==> config.mk <==
export PLATFORM = sky130hd
export DESIGN_NAME = passive_stim_gen
export DESIGN_NICKNAME = d
export VERILOG_FILES = /design/src/rtl/passive_stim_gen.sv
export SDC_FILE = /design/constraint.sdc
export NUM_CORES = 1
export LEC_CHECK = 0
export CAP_MARGIN = 20
export CELL_PAD_IN_SITES_DETAIL_PLACEMENT = 1
export CELL_PAD_IN_SITES_GLOBAL_PLACEMENT = 2
export CORE_ASPECT_RATIO = 2
export CORE_MARGIN = 3
export CORE_UTILIZATION = 33
export DETAILED_ROUTE_END_ITERATION = 7
export PLACE_DENSITY = 0.83
export SKIP_CTS_REPAIR_TIMING = 1
export SYNTH_ARGS = -nofsm -noshare
export SYNTH_HDL_FRONTEND = slang
export SYNTH_SLANG_ARGS = --single-unit
==> constraint.sdc <==
create_clock -name clk -period 2.8 [get_ports clk]
set_input_delay 0.28 -clock clk [delete_from_list [all_inputs] [get_ports clk]]
set_output_delay 0.28 -clock clk [all_outputs]
set_load 0.02 [all_outputs]
==> src/rtl/passive_stim_gen.sv <==
// Pattern stimulus generator: emits num_vec vectors (count/walk/gray/LFSR), each held
// hold+1 cycles, followed by a one-cycle flush and a one-cycle done pulse.
module passive_stim_gen #(
  parameter int              WIDTH     = 3,
  parameter int              CNT_W     = 8,
  parameter int              HOLD_W    = 4,
  parameter logic [WIDTH-1:0] LFSR_TAPS = WIDTH'(3'b110)
) (
  input  logic              clk,
  input  logic              reset,
  input  logic              start,
  input  logic [1:0]        mode,
  input  logic [CNT_W-1:0]  num_vec,
  input  logic [HOLD_W-1:0] hold,
  output logic [WIDTH-1:0]  stim,
  output logic              stim_valid,
  output logic              busy,
  output logic              done,
  output logic [1:0]        dbgState
);

  typedef enum logic [1:0] {IDLE = 2'd0, RUN = 2'd1, FLUSH = 2'd2, DONE = 2'd3} state_t;

  state_t            stateR;
  logic [1:0]        modeR;
  logic [CNT_W-1:0]  numR;
  logic [HOLD_W-1:0] holdR;
  logic [CNT_W-1:0]  vecCnt;
  logic [HOLD_W-1:0] holdCnt;
  logic [WIDTH-1:0]  binR;

  assign dbgState = stateR;

  function automatic logic [WIDTH-1:0] seedVec(input logic [1:0] m);
    seedVec = (m == 2'd1 || m == 2'd3) ? WIDTH'(1) : '0;
  endfunction

  // Gray mode derives the output from the binary shadow counter, not from stim itself.
  function automatic logic [WIDTH-1:0] nextVec(input logic [1:0] m,
                                               input logic [WIDTH-1:0] s,
                                               input logic [WIDTH-1:0] b);
    logic [WIDTH-1:0] nb;
    nb = b + 1'b1;
    case (m)
      2'd0:    nextVec = s + 1'b1;
      2'd1:    nextVec = {s[WIDTH-2:0], s[WIDTH-1]};
      2'd2:    nextVec = nb ^ (nb >> 1);
      default: nextVec = {s[WIDTH-2:0], ^(s & LFSR_TAPS)};
    endcase
  endfunction

  always_ff @(posedge clk) begin
    if (reset) begin
      stateR     <= IDLE;
      modeR      <= '0;
      numR       <= '0;
      holdR      <= '0;
      vecCnt     <= '0;
      holdCnt    <= '0;
      binR       <= '0;
      stim       <= '0;
      stim_valid <= 1'b0;
      busy       <= 1'b0;
      done       <= 1'b0;
    end else begin
      case (stateR)
        IDLE: begin
          done <= 1'b0;
          if (start) begin
            modeR   <= mode;
            numR    <= num_vec;
            holdR   <= hold;
            vecCnt  <= '0;
            holdCnt <= '0;
            binR    <= '0;
            busy    <= 1'b1;
            if (num_vec != '0) begin
              stateR     <= RUN;
              stim       <= seedVec(mode);
              stim_valid <= 1'b1;
            end else begin
              stateR     <= FLUSH;
              stim       <= '0;
              stim_valid <= 1'b0;
            end
          end
        end
        RUN: begin
          if (holdCnt == holdR) begin
            holdCnt <= '0;
            if (vecCnt == numR - 1'b1) begin
              stateR     <= FLUSH;
              stim       <= '0;
              stim_valid <= 1'b0;
            end else begin
              vecCnt <= vecCnt + 1'b1;
              binR   <= binR + 1'b1;
              stim   <= nextVec(modeR, stim, binR);
            end
          end else begin
            holdCnt <= holdCnt + 1'b1;
          end
        end
        FLUSH: begin
          stateR     <= DONE;
          stim       <= '0;
          stim_valid <= 1'b0;
          busy       <= 1'b0;
          done       <= 1'b1;
        end
        default: begin
          stateR <= IDLE;
          done   <= 1'b0;
        end
      endcase
    end
  end

endmodule

==> results.yml <==
timing:
  rsz0062_at_grt: "false"
  slew_viol_final: 0
  skew_ns: 0.003725
  tns_ns: 0
  min_period_over_period_pct: 90.42
  max_freq_ghz: 0.3950
  worst_pin_slew_ns: 0.5954
  slew_headroom_pct: 59.88
  finalCriticalPeriod_ns: 2.532
  setup_ws_ns: 0.2684
  hold_viol: 0
  finalSetupViolations: 0
synthesis:
  syn_inst: 269
  ys_ff_latch: 37
  synth-seq-area-share_pct: 34.44
  ys.flop_type: "dfxtp_1"
  yosys_warnings: 0
  synth_cell_types: 52
  post_synth.cell_area_avg_um2: 7.996
  synthTopCellsByArea: "dfxtp_1 34%, nand2_1 8.7%, a21oi_1 7.7%, ha_1 5.2%, nor2_1 3.7%"
  syn_nets: 295
  netlist_area_mm2: 0.002151
  async_flop_share_pct: 0
  synth_top_cell_by_area: "dfxtp_1"
  synth_top_area_share_pct: 34.44
  synth_edf_count: 0
grt:
  grt_pass1_wl_um: 10810
  grt_pass1_vias: 2216
  grt.total_usage_pct: 18.39
  grt_overflow_total: 0
  grt_max_degree: 29
  antenna_found_initial: 0
placed_design:
  place_congestion: 0.7963
  placed_cell_area_mm2: 0.002516
  dp_hpwl_um: 4990
  dp_slack_ns: 0.2072
  portBuffers: 24
  dp_cells: 377
drt:
  dr.pass1.iters: 4
  wire_per_inst_um: 16.64
  drt_iter0_markers: 49
  vias: 2091
  drc: 0
  avgViaCountPerCell: 5.445
  drt_wl_total_um: 6389
  antenna_left: 0
pwr:
  leakage_uw: 0.001017
  intPower_uw: 1332
  switching_share_pct: 38.66
  pwr-share-seq_pct: 32.4
  combinationalPowerShare_pct: 41.6
  p_clk_share_pct: 26.0
  p_sw_uw: 839.3
  pwr_density_cell_mw_per_mm2: 814.9
  ir_drop_v: 0.0005105
die:
  die-area_mm2: 0.007581
  num_io_pins: 25
  core-area_mm2: 0.006310
  rows: 41
  die_y_um: 120.2
  die_w_um: 63.09
  start_util_pct: 34.09
cells_and_area:
  final_common_cell: "nand2_1"
  fin_cells: 384
  insertedDiodeCount: 0
  post-route-util_pct: 42.22
  design_area_mm2: 0.002664
  final_cell_mix: "50 x nand2_1, 37 x dfxtp_1, 33 x a21oi_1, 24 x clkdlybuf4s50_1, 21 x nor2_1"
  drive_gt1_share_pct: 8.725
  final_nets: 324
  area_delta_synth_final_pct: 23.85
clocking:
  cts_buffer_depth: 2
  clkSlewWorstSetupHoldPaths_ns: 0.05
  insertion_delay_ns: 0.28
  cts_tree: "yes"
  cts.sinks: 37
  clock_tree.root_cell: "clkbuf_16"
  cts_buffers: 5
  cts-htree-levels: 2
critical_path:
  startpoint_type: "flip-flop"
  crit_chain: "inv_1 > ha_1 > xor2_1 > nand2_1 > nor4b_2 > o211ai_2 > a221o_1 > a32o_1"
  cpMaxStageDelayCell: "nor4b_2"
  cp_data_required_time_ns: 2.98
  arrival_ns: 2.71
  endpoint_kind: "flip-flop"
  critPathKind: "flip-flop to flip-flop"
  max_stage_delay_ns: 0.49
  crit_fanout: 7
hold_path:
  hold_class: "flip-flop to flip-flop"
status:
  status: "finished clean"
run:
  drv_cap: 0
registers in the layout, indices dropped and copies added (netlist names):
register / count
vecCnt: 8
dbgState: 2
holdR: 4
done: 1
numR: 8
busy: 1
binR: 3
stim: 3
modeR: 2
holdCnt: 4
stim_valid: 1
power groups by stage:
stage | Clock (µW) | Sequential [µW] | Combinational [µW]
finish | 564 | 704 | 903
global route | 601 | 718 | 1010
CTS | 576 | 705 | 910
detailed placement | 0 | 715 | 905
global placement | 0 | 712 | 890
floorplan | 0 | 714 | 583
cell type report:
| type | count | area, µm² |
|---|---|---|
| repair buffers | 33 | 307.8 |
| clock buffers | 7 | 142.6 |
| multi-input cells | 212 | 1331 |
| inverters | 9 | 33.78 |
| flip-flops and latches | 37 | 740.7 |
| fillers | 777 | 3646 |
| well taps | 86 | 107.6 |
cell usage after synthesis, types with 2 or more instances:
cell / count
nand2_1: 50
dfxtp_1: 37
a21oi_1: 33
nor2_1: 21
ha_1: 9
inv_1: 9
xor2_1: 9
clkbuf_1: 8
o21ai_0: 8
xnor2_1: 8
nor3_1: 6
nand2b_1: 5
nand3_1: 5
nand4_1: 5
a31o_2: 4
nor4_1: 4
mux2i_1: 3
o31ai_1: 3
a211oi_1: 2
nor2b_1: 2
o2111a_1: 2
o211a_1: 2
o22ai_1: 2
o2bb2ai_1: 2
o41ai_1: 2
or4_1: 2
per-stage QoR:
step	power, µW	hold slack, ns
2_1_floorplan	1297	0.4160
3_3_place_gp	1603	0.4588
3_5_place_dp	1620	0.4693
4_1_cts	2191	0.4797
5_1_grt	2327	0.4938
6_report	2171	0.4733
critical path: cells and delay by family (launching register included):
kind / cells / cell delay, ns
xor gates and xnor gates: 1 / 0.13
buffers and inverters: 1 / 0.08
and+or+nand+nor: 2 / 0.57
adders and majority gates: 1 / 0.31
DFF: 1 / 0.45
AOI/OAI and AO/OA: 3 / 0.89
path summary, 6_finish.rpt:
| path | startpoint | end | slack [ns] | cells after the start |
|---|---|---|---|---|
| worst max-delay path | numR[0] | dbgState[0] | 0.27 | 8 |
| worst min-delay path | holdR[3] | holdR[3] | 0.47 | 2 |
| worst max register to register | numR[0] | dbgState[0] | 0.27 | 8 |
| worst min register to register | holdR[3] | holdR[3] | 0.47 | 2 |
logic make-up after synthesis:
kind of cell | synth area share (%)
AOI/OAI and AO/OA | 23.56
xor gates and xnor gates | 6.923
adders and majority gates | 5.236
buffers and inverters | 3.897
DFF | 34.44
muxes | 1.396
and+or+nand+nor | 24.55
routing by layer:
| layer | track usage [%] | vias up | part of all wire (%) |
|---|---|---|---|
| met3 | 3.160 | 15 | 1.8 |
| met5 | 0 | - | 0 |
| li1 | - | 1019 | - |
| met2 | 34.61 | 28 | 57 |
| met4 | 9.682 | 0 | 3.3 |
| met1 | 18.78 | 1029 | 38 |
Note: power is estimated with default switching activity, not from simulation.
